$ cat src/rtl/arm_pipe_pkg.sv
// Shared types for the ARM-style pipeline control registers.
//   cond_e      : ARM condition field encoding
//   ctrl_t      : per-instruction control bundle carried D->E
//   CTRL_BUBBLE : control value of an inserted bubble (all off, Cond=AL)
package arm_pipe_pkg;

    localparam int unsigned COND_W = 4;
    localparam int unsigned NZCV_W = 4;

    typedef enum logic [COND_W-1:0] {
        EQ = 4'h0, NE = 4'h1, CS = 4'h2, CC = 4'h3,
        MI = 4'h4, PL = 4'h5, VS = 4'h6, VC = 4'h7,
        HI = 4'h8, LS = 4'h9, GE = 4'hA, LT = 4'hB,
        GT = 4'hC, LE = 4'hD, AL = 4'hE, NV = 4'hF
    } cond_e;

    typedef struct packed {
        logic  RegWrite;
        logic  MemtoReg;
        logic  MemWrite;
        logic  PCSrc;
        logic  Branch;
        logic  FlagWrite;
        cond_e Cond;
    } ctrl_t;

    localparam ctrl_t CTRL_BUBBLE = '{
        RegWrite:  1'b0,
        MemtoReg:  1'b0,
        MemWrite:  1'b0,
        PCSrc:     1'b0,
        Branch:    1'b0,
        FlagWrite: 1'b0,
        Cond:      AL
    };

endpackage

$ cat src/rtl/pipe_ctrl_regs_cond_unit.sv
// Combinational ARM condition evaluator.
//   cond    in  : condition field of the E-stage instruction
//   flags   in  : architectural NZCV (N=bit3, Z=bit2, C=bit1, V=bit0)
//   cond_ex out : 1 when the instruction is allowed to take effect
module cond_unit
    import arm_pipe_pkg::*;
(
    input  cond_e             cond,
    input  logic [NZCV_W-1:0] flags,
    output logic              cond_ex
);

    logic n, z, c, v;
    assign {n, z, c, v} = flags;

    always_comb begin
        cond_ex = 1'b0;
        case (cond)
            EQ: cond_ex = z;
            NE: cond_ex = ~z;
            CS: cond_ex = c;
            CC: cond_ex = ~c;
            MI: cond_ex = n;
            PL: cond_ex = ~n;
            VS: cond_ex = v;
            VC: cond_ex = ~v;
            HI: cond_ex = c & ~z;
            LS: cond_ex = ~c | z;
            GE: cond_ex = (n == v);
            LT: cond_ex = (n != v);
            GT: cond_ex = ~z & (n == v);
            LE: cond_ex = z | (n != v);
            AL: cond_ex = 1'b1;
            // NV is unpredictable on this core; treat it as never-execute
            default: cond_ex = 1'b0;
        endcase
    end

endmodule

$ cat src/rtl/pipe_ctrl_regs.sv
// Pipeline registers D->E->M->WB feeding the hazard unit.
//   clk, reset                : clock, synchronous active-high reset
//   StallF, StallD, FlushD    : IF/ID hold / kill controls (StallF unused here)
//   FlushE                    : turn the ID/EX register into a bubble
//   InstrF / InstrD           : fetched / IF/ID instruction
//   ra1D, ra2D, wa3D, *D      : decoded addresses and controls
//   CondD, ALUFlagsE          : condition field, ALU NZCV from E
//   ra1E..wa3WB, *E/*M/*WB    : stage fields consumed by the hazard unit
//   FlagsE                    : architectural NZCV register
module pipe_ctrl_regs
    import arm_pipe_pkg::*;
#(
    parameter int unsigned INSTR_W   = 32,
    parameter int unsigned RA_W      = 4,
    parameter logic [3:0]  FLAGS_RST = 4'h0
) (
    input  logic               clk,
    input  logic               reset,
    input  logic               StallF,
    input  logic               StallD,
    input  logic               FlushD,
    input  logic               FlushE,
    input  logic [INSTR_W-1:0] InstrF,
    output logic [INSTR_W-1:0] InstrD,
    input  logic [RA_W-1:0]    ra1D,
    input  logic [RA_W-1:0]    ra2D,
    input  logic [RA_W-1:0]    wa3D,
    input  logic               RegWriteD,
    input  logic               MemtoRegD,
    input  logic               MemWriteD,
    input  logic               PCSrcD,
    input  logic               BranchD,
    input  logic               FlagWriteD,
    input  logic [3:0]         CondD,
    input  logic [3:0]         ALUFlagsE,
    output logic [RA_W-1:0]    ra1E,
    output logic [RA_W-1:0]    ra2E,
    output logic [RA_W-1:0]    wa3E,
    output logic               MemtoRegE,
    output logic               PCSrcE,
    output logic               BranchTakenE,
    output logic               RegWriteM,
    output logic               MemWriteM,
    output logic               MemtoRegM,
    output logic               PCSrcM,
    output logic [RA_W-1:0]    wa3M,
    output logic               RegWriteWB,
    output logic               MemtoRegWB,
    output logic               PCSrcWB,
    output logic [RA_W-1:0]    wa3WB,
    output logic [3:0]         FlagsE
);

    // No PC lives in this block, so the fetch stall has nothing to gate
    logic unused_stall_f;
    assign unused_stall_f = StallF;

    ctrl_t ctrl_d;
    ctrl_t ctrl_e;
    logic  cond_ex_e;

    assign ctrl_d = '{
        RegWrite:  RegWriteD,
        MemtoReg:  MemtoRegD,
        MemWrite:  MemWriteD,
        PCSrc:     PCSrcD,
        Branch:    BranchD,
        FlagWrite: FlagWriteD,
        Cond:      cond_e'(CondD)
    };

    // IF/ID: flush wins over stall so a wrong-path instruction is always killed
    always_ff @(posedge clk) begin
        if (reset || FlushD) begin
            InstrD <= '0;
        end else if (!StallD) begin
            InstrD <= InstrF;
        end
    end

    // ID/EX: never stalled; load-use hazards arrive here as FlushE
    always_ff @(posedge clk) begin
        if (reset || FlushE) begin
            ctrl_e <= CTRL_BUBBLE;
            ra1E   <= '0;
            ra2E   <= '0;
            wa3E   <= '0;
        end else begin
            ctrl_e <= ctrl_d;
            ra1E   <= ra1D;
            ra2E   <= ra2D;
            wa3E   <= wa3D;
        end
    end

    cond_unit u_cond (
        .cond    (ctrl_e.Cond),
        .flags   (FlagsE),
        .cond_ex (cond_ex_e)
    );

    // MemtoRegE stays ungated: a spurious load-use stall is harmless
    assign MemtoRegE    = ctrl_e.MemtoReg;
    assign PCSrcE       = ctrl_e.PCSrc  & cond_ex_e;
    assign BranchTakenE = ctrl_e.Branch & cond_ex_e;

    // NZCV updates only for flag-setting instructions that pass their condition
    always_ff @(posedge clk) begin
        if (reset) begin
            FlagsE <= FLAGS_RST;
        end else if (ctrl_e.FlagWrite && cond_ex_e) begin
            FlagsE <= ALUFlagsE;
        end
    end

    // EX/MEM: side effects are squashed here when the condition fails
    always_ff @(posedge clk) begin
        if (reset) begin
            RegWriteM <= 1'b0;
            MemWriteM <= 1'b0;
            MemtoRegM <= 1'b0;
            PCSrcM    <= 1'b0;
            wa3M      <= '0;
        end else begin
            RegWriteM <= ctrl_e.RegWrite & cond_ex_e;
            MemWriteM <= ctrl_e.MemWrite & cond_ex_e;
            MemtoRegM <= ctrl_e.MemtoReg;
            PCSrcM    <= PCSrcE;
            wa3M      <= wa3E;
        end
    end

    // MEM/WB
    always_ff @(posedge clk) begin
        if (reset) begin
            RegWriteWB <= 1'b0;
            MemtoRegWB <= 1'b0;
            PCSrcWB    <= 1'b0;
            wa3WB      <= '0;
        end else begin
            RegWriteWB <= RegWriteM;
            MemtoRegWB <= MemtoRegM;
            PCSrcWB    <= PCSrcM;
            wa3WB      <= wa3M;
        end
    end

endmodule
$ cat config.mk
export PLATFORM = sky130hd
export DESIGN_NAME = pipe_ctrl_regs
export DESIGN_NICKNAME = d
export VERILOG_FILES = /design/src/rtl/arm_pipe_pkg.sv /design/src/rtl/pipe_ctrl_regs_cond_unit.sv /design/src/rtl/pipe_ctrl_regs.sv
export SDC_FILE = /design/constraint.sdc
export NUM_CORES = 1
export LEC_CHECK = 0
export BUFFER_PORTS_ARGS = -buffer_cell sky130_fd_sc_hd__buf_2
export CORE_MARGIN = 8
export CORE_UTILIZATION = 48
export DETAILED_ROUTE_END_ITERATION = 10
export PLACE_DENSITY = 0.94
export SLEW_MARGIN = 0
export SYNTH_ARGS = -nofsm -noshare
export SYNTH_HDL_FRONTEND = slang
export SYNTH_HIERARCHICAL = 1
export SYNTH_SLANG_ARGS = --single-unit
export TNS_END_PERCENT = 10
$ cat constraint.sdc
create_clock -name clk -period 5.7 [get_ports clk]
set_input_delay 1.71 -clock clk [delete_from_list [all_inputs] [get_ports clk]]
set_output_delay 1.71 -clock clk [all_outputs]
set_load 0.005 [all_outputs]
==> results of run 1 <==
state kept, by name, summed over array words and instances (netlist names):
| name | count |
|---|---|
| MemtoRegM | 1 |
| wa3WB | 4 |
| ra2E | 4 |
| FlagsE | 4 |
| wa3M | 4 |
| ctrl_e | 9 |
| ra1E | 4 |
| MemtoRegWB | 1 |
| RegWriteM | 1 |
| RegWriteWB | 1 |
| MemWriteM | 1 |
| wa3E | 4 |
| PCSrcWB | 1 |
| InstrD | 32 |
| PCSrcM | 1 |
| MemtoRegE | 1 |
cells in the final DEF, fill, tap and decap left out, drive strengths merged, types with 4 or more instances in the layout:
cell      n
mux2i    32
a21oi     7
nand3     4
nor2b    14
nor2     35
and2     24
dfxtp    73
clkbuf   14
buf     128
a21bo     4
metrics by stage:
| stage | cell area, um^2 | util |
|---|---|---|
| finish | 3460 | 0.645 |
| global route | 3460 | 0.645 |
| CTS | 3460 | 0.645 |
| detailed placement | 3240 | 0.603 |
| global placement | 3240 | 0.603 |
| floorplan | 2610 | - |
power by group:
part | internal, mW | switching, mW
Sequential | 0.527 | 0.00963
Combinational | 0.0485 | 0.0432
Clock | 0.271 | 0.166
Total | 0.847 | 0.219
kinds of logic after synthesis:
| family | after synthesis | synth area share |
|---|---|---|
| xor gates and xnor gates | 2 | 0.00959 |
| muxes | 33 | 0.128 |
| AOI/OAI and AO/OA | 19 | 0.0527 |
| buffers and inverters | 15 | 0.0388 |
| and+or+nand+nor | 90 | 0.211 |
| DFF | 73 | 0.560 |
final cells by class:
class                   instances  area, um^2
repair buffers                128         641
multi-input cells             144        1050
flip-flops and latches         73        1460
clock buffers                  14         163
clock inverters                 2        60.1
fillers                       442        1910
well taps                      72        90.1
final timing paths:
path	startpoint	endpoint	slack, ns	depth (start not counted)
worst min-delay path	ctrl_e[7]$_SDFF_PP0_	MemWriteM$_SDFF_PP0_	0.43	1
worst max-delay path	ctrl_e[2]$_SDFF_PP1_	BranchTakenE	1.82	6
worst min register to register	ctrl_e[7]$_SDFF_PP0_	MemWriteM$_SDFF_PP0_	0.43	1
worst max register to register	ctrl_e[2]$_SDFF_PP1_	RegWriteM$_SDFF_PP0_	3.68	6
metal layers:
metal | wire length, um | vias to the layer above | part of all wire | track usage
met2 | 2700 | 103 | 0.47 | 0.233
met5 | 0 | - | 0 | 0
li1 | - | 1013 | - | -
met1 | 2180 | 881 | 0.38 | 0.127
met4 | 24 | 0 | 0.0042 | 0.0522
met3 | 861 | 2 | 0.15 | 0.101
synthesized netlist by cell type:
master     n  area (um^2)
dfxtp_1   73         1460
mux2i_1   32          320
nor2_2    30          188
and2_1    24          150
nor2b_1   14         87.6
a21oi_1    7         35.0
a21bo_2    4         40.0
buf_6      4         45.0
clkbuf_1   4         15.0
nand3_1    4         20.0
nor2_1     4         15.0
buf_2      3         15.0
buf_4      3         22.5
or3_1      3         18.8
a211o_1    2         17.5
nand2_1    2         7.51
nand2b_1   2         12.5
nor3_1     2         10.0
o211ai_1   2         15.0
a221oi_1   1         8.76
a22oi_1    1         7.51
and3b_1    1         8.76
buf_1      1         3.75
mux2_4     1         15.0
nor2_4     1         11.3
nor3b_1    1         7.51
o22ai_1    1         6.26
o31ai_1    1         7.51
or2_1      1         6.26
or2b_1     1         7.51
xnor2_2    1         16.3
xor2_1     1         8.76
==> out/qor.csv, run 1 <==
stage,metric,value,unit
status,status,completed,
worst_setup_path,slowest_delay,0.46,ns
cts,clk_latency,0.32,ns
timing,drv_slew,0,
timing,clock_skew,0.00525,ns
synthesis,ys.warnings.count,6,
cts,cts_hold_buf,0,
cts,cts_tree,done,
cts,clkTransAtPathRegs,0.07,ns
cts,cts_setup_buffers,0,
grt,grt_pass1_vias,2126,
final_layout,final_layout_size_suffix_gt1_frac,0.496,
final_layout,layout.cells.non_filler,433,
timing,hold_viol,0,
final_layout,antenna_cells,0,
pwr,leakagePower,1.73,nW
synthesis,ys_types,32,
worst_setup_path,worstSetupPathType,register to primary output,
final_layout,final_nets,420,
die,io_pins,130,
min_path,min_path_type,register to register,
place,port_buffers,128,
die,rows,27,
pwr,vdd_drop_max,0.000226,V
synthesis,syn_inst,232,
worst_setup_path,crit_buf_inv,1,
worst_setup_path,crit_fanout,11,
routing,wl_per_cell,13.3,um
worst_setup_path,cp_cell_sequence,"mux2_4, a21oi_1, o211ai_1, a211o_1, and2_1, buf_2",
cts,cts_made_buffers,9,
die,die_h,89.8,um
worst_setup_path,arrival,2.17,ns
grt,grt.overflow.total,0,
die,initial_utilization,0.486,
grt,antenna_found_initial,0,
synthesis,syn_nets,296,
place,dp_hpwl,4.60,mm
timing,finalCritPeriodShare,0.681,
timing,setup_violations,0,
timing,fmax,257,MHz
die,die_area,0.00806,mm^2
pwr,power.density,308,mW/mm^2
worst_setup_path,crit_slowest_cell,dfxtp_1,
pwr,power.total,1.07,mW
flow_run,cap_violations,0,
synthesis,ys_ff_latch,73,
cts,root_buffer,clkbuf_8,
worst_setup_path,end_kind,primary output,
cts,htreeDepth,3,
cts,clock_sinks,73,
timing,tightest_slew,0.900,ns
place,gp_congestion,0.712,
die,dieWidth,89.8,um
routing,drc,0,
grt,grt_use_total,0.139,
place,pre_cts_slack,2.16,ns
synthesis,ys_seq_area_frac,0.560,
cts,cts_resized,0,
routing,ant_nets,0,
die,core-area,0.00537,mm^2
routing,drt_iter0_drc,45,
routing,first_pass_iters,5,
worst_setup_path,timing.critical_path.from_type,register,
routing,num_vias,1999,
grt,grt_max_degree,33,
synthesis,syn_area_per_cell,11.3,um^2
worst_setup_path,crit_family,compound AO/OA/AOI/OAI gates,
timing,max_slew_margin,0.400,
timing,setup_ws,1.82,ns
worst_setup_path,crit_required,3.99,ns
timing,tns,0,ns
routing,routed_wirelength,5.76,mm
timing,holdWs,0.426,ns
place,place_inst,417,
grt,grt_pass1_wl,9.38,mm
routing,vias_per_cell,4.62,
cts,cts_max_path_buffers,2,
timing,min_period,3.88,ns
synthesis,syn_area,0.00261,mm^2
timing,rsz0062_at_grt,false,
final_layout,area_delta_synth_final,32.6,%
No activity file was read; power rests on OpenSTA's default activity.
==> run 2, diff against run 1 <==
ABC_AREA = 1   (was not set)
CORE_UTILIZATION = 45   (was 48)
PLACE_DENSITY = 0.9   (was 0.94)
clock period = 3.8 ns   (was 5.7 ns; I/O delays follow)
==> run 2 against run 1 <==
Clock power grew 54%. Worst setup slack lost 0.88 ns. Via count grew 21%. Wire length grew 18%. Worst hold slack lost 0.0069 ns. Sequential share of layout area grew 0.11 points. Combinational power grew 55%. Highest routed layer unchanged.
==> out/qor.csv, run 2 <==
stage,metric,value,unit,change
grt,grt_max_degree,33,,unchanged
place,port_buffers,128,,unchanged
final_layout,top_register,InstrD,,unchanged
timing,fmax,349,MHz,
synthesis,ys_types,19,,was 32
flow_run,cap_violations,0,,unchanged
synthesis,synthXorXnorAreaFrac,0,,was 0.00958
synthesis,synth.most_common_cell,nor2_1,,was dfxtp_1
final_layout,area_delta_synth_final,34.4,%,was 32.6%
die,dieWidth,91.6,um,was 89.8 um
worst_setup_path,timing.critical_path.from_type,register,,unchanged
pwr,p_seq_frac,0.498,,was 0.504
synthesis,synthMuxAreaShare,0,,was 0.128
cts,cts_made_buffers,9,,unchanged
pwr,p_clk_frac,0.415,,was 0.410
routing,ant_nets,0,,unchanged
routing,first_pass_iters,4,,was 5
final_layout,fin_area,0.00345,mm^2,was 0.00346 mm^2
synthesis,ys_seq_area_frac,0.568,,was 0.560
worst_setup_path,cp_cell_sequence,"inv_1, nor2_1, nand3_1, nand2_1, nand2_1, nand2_1, nor2_1, nand2_1, nand2_1, inv_1, buf_2",,"was mux2_4, a21oi_1, o211ai_1, a211o_1, and2_1, buf_2"
worst_setup_path,end_kind,primary output,,unchanged
worst_setup_path,crit_slowest_cell,dfxtp_1,,unchanged
status,status,completed,,unchanged
final_layout,reg_top3,"InstrD: 32 flops, ctrl_e: 9 flops",,unchanged
worst_setup_path,worstSetupPathType,register to primary output,,unchanged
routing,routed_wirelength,6.82,mm,was 5.76 mm
grt,antenna_found_initial,0,,unchanged
cts,root_buffer,clkbuf_8,,unchanged
pwr,vdd_drop_max,0.000287,V,was 0.000226 V
synthesis,ys_ff_latch,73,,unchanged
synthesis,syn_nets,402,,was 296
timing,clock_skew,0.00965,ns,was 0.00525 ns
place,pre_cts_slack,1.34,ns,was 2.16 ns
pwr,leakagePower,1.92,nW,was 1.73 nW
synthesis,synthTopCellsByArea,"dfxtp_1, nor2_1, inv_1",,"was dfxtp_1, mux2i_1, nor2_2"
synthesis,synth_edf_count,0,,unchanged
timing,hold_viol,0,,unchanged
cts,htreeDepth,3,,unchanged
cts,cts_max_path_buffers,2,,unchanged
cts,cts_resized,0,,unchanged
die,io_pins,130,,unchanged
timing,drv_slew,0,,unchanged
grt,grt_use_total,0.162,,was 0.139
routing,vias_per_cell,4.48,,was 4.62
timing,tightest_slew,0.830,ns,was 0.900 ns
final_layout,largest_register_ffs,32,,unchanged
final_layout,final_layout_size_suffix_gt1_frac,0.322,,was 0.496
final_layout,final_common_cell,buf_2,,unchanged
grt,grt_pass1_vias,2507,,was 2126
worst_setup_path,path_common_cell,nand2_1,,
cts,cts_tree,done,,unchanged
worst_setup_path,crit_required,2.66,ns,was 3.99 ns
final_layout,fin_util,0.627,,was 0.645
place,dpl_cell_area,0.00323,mm^2,was 0.00324 mm^2
synthesis,synth-simple-area-share,0.262,,was 0.211
pwr,power.switching,0.377,mW,was 0.219 mW
worst_setup_path,arrival,1.72,ns,was 2.17 ns
place,place_inst,525,,was 417
cts,clkTransAtPathRegs,0.07,ns,about the same
final_layout,most-common-layout-cells,"buf_2, nor2_1, dfxtp_1",,"was buf_2, dfxtp_1, mux2i_1"
final_layout,layout.cells.non_filler,541,,was 433
pwr,p_comb_frac,0.087,,was 0.086
routing,wl_per_cell,12.6,um,was 13.3 um
die,initial_utilization,0.467,,was 0.486
synthesis,synth_top_area_share,0.568,,was 0.560
synthesis,synth_compound_area_frac,0.0662,,was 0.0527
place,gp_congestion,0.844,,was 0.712
synthesis,synth_top_flop_cell,dfxtp_1,,unchanged
cts,clock_sinks,73,,unchanged
synthesis,synth_common_cells,"nor2_1, dfxtp_1, inv_1, nand2_1, o21ai_0",,"was dfxtp_1, mux2i_1, nor2_2, and2_1, nor2b_1"
synthesis,ys.warnings.count,6,,unchanged
worst_setup_path,slowest_delay,0.41,ns,was 0.46 ns
pwr,power.internal,1.25,mW,was 0.847 mW
pwr,power.total,1.62,mW,was 1.07 mW
cts,clk_latency,0.33,ns,was 0.32 ns
synthesis,syn_inst,338,,was 232
die,die_h,91.6,um,was 89.8 um
timing,setup_ws,0.938,ns,was 1.82 ns
worst_setup_path,crit_buf_inv,3,,was 1
grt,grt_pass1_wl,11.2,mm,was 9.38 mm
synthesis,syn_area_per_cell,7.61,um^2,was 11.3 um^2
cts,cts_setup_buffers,0,,unchanged
cts,cts_hold_buf,0,,unchanged
timing,min_period,2.86,ns,
routing,num_vias,2425,,was 1999
die,die_area,0.00839,mm^2,was 0.00806 mm^2
routing,drt_iter0_drc,151,,was 45
timing,rsz0062_at_grt,false,,unchanged
die,core-area,0.00551,mm^2,was 0.00537 mm^2
final_layout,final_nets,528,,was 420
final_layout,antenna_cells,0,,unchanged
timing,max_slew_margin,0.446,,was 0.400
synthesis,synthArstFlopShare,0,,unchanged
min_path,min_path_type,register to register,,unchanged
timing,holdWs,0.419,ns,was 0.426 ns
grt,grt.overflow.total,0,,unchanged
place,dp_hpwl,5.23,mm,was 4.60 mm
worst_setup_path,crit_fanout,5,,was 11
pwr,power.density,470,mW/mm^2,was 308 mW/mm^2
timing,setup_violations,0,,unchanged
timing,tns,0,ns,unchanged
routing,drc,0,,unchanged
synthesis,synth_top_family_by_area,simple AND/OR/NAND/NOR gates,,unchanged
die,rows,27,,unchanged
synthesis,synthAdderAreaFrac,0,,unchanged
synthesis,yosys.area.top_type,dfxtp_1,,unchanged
timing,finalCritPeriodShare,0.753,,
worst_setup_path,crit_family,simple AND/OR/NAND/NOR gates,,was compound AO/OA/AOI/OAI gates
pwr,p_sw_frac,0.232,,was 0.205
synthesis,syn_area,0.00257,mm^2,was 0.00261 mm^2
[run 2: changes by cell type in the layout (fill, tap and decap cells not counted), sizes merged, moves of 5 or more]
cell and change:
nor2 +82, mux2i -32, a21oi -5, nand3 +6
nor2b -14, o21ai +32, nand2 +34, and2 -24
inv +48
[run 2: cell families (layout without fill, tap and decap cells)]
group | count (synthesis) | after routing
simple gates | 168 | 168
buf+inv | 63 | 194
flops | 73 | 73
compound gates | 34 | 34
[run 2: final cells by class]
type | instances | area, um^2
Fill cell | 508 | 2050
Sequential cell | 73 | 1460
Multi-Input combinational cell | 202 | 843
Timing Repair Buffer | 129 | 648
Inverter | 49 | 184
Clock buffer | 10 | 138
Clock inverter | 6 | 90.1
Tap cell | 72 | 90.1
[run 2: layer usage]
metal,GRT usage,vias to the layer above,part of all wire
li1,-,1257,-
met1,0.157,1070,0.38
met2,0.286,84,0.51
met3,0.0708,14,0.092
met4,0.0846,0,0.022
met5,0,-,0
[run 2: power groups by stage]
stage / Combinational [mW] / Clock, mW / Sequential, mW
3_3_place_gp: 0.137 / 0 / 0.825
2_1_floorplan: 0.0707 / 0 / 0.828
5_1_grt: 0.161 / 0.725 / 0.813
4_1_cts: 0.143 / 0.690 / 0.809
6_report: 0.142 / 0.673 / 0.809
3_5_place_dp: 0.142 / 0 / 0.826
[run 2: worst paths after layout]
check | slack, ns | endpoint | depth (start not counted) | startpoint
worst min register to register | 0.42 | wa3WB[0]$_SDFF_PP0_ | 2 | wa3M[0]$_SDFF_PP0_
worst max-delay path | 0.94 | PCSrcE | 11 | ctrl_e[3]$_SDFF_PP1_
worst max register to register | 2.15 | FlagsE[2]$_SDFFE_PP0P_ | 11 | ctrl_e[3]$_SDFF_PP1_
worst min-delay path | 0.42 | wa3WB[0]$_SDFF_PP0_ | 2 | wa3M[0]$_SDFF_PP0_
[run 2: tightest hold or removal path: stages, from the launching register on]
cell and delay [ns]:
dfxtp_1 0.31, inv_1 0.04, nor2_1 0.03
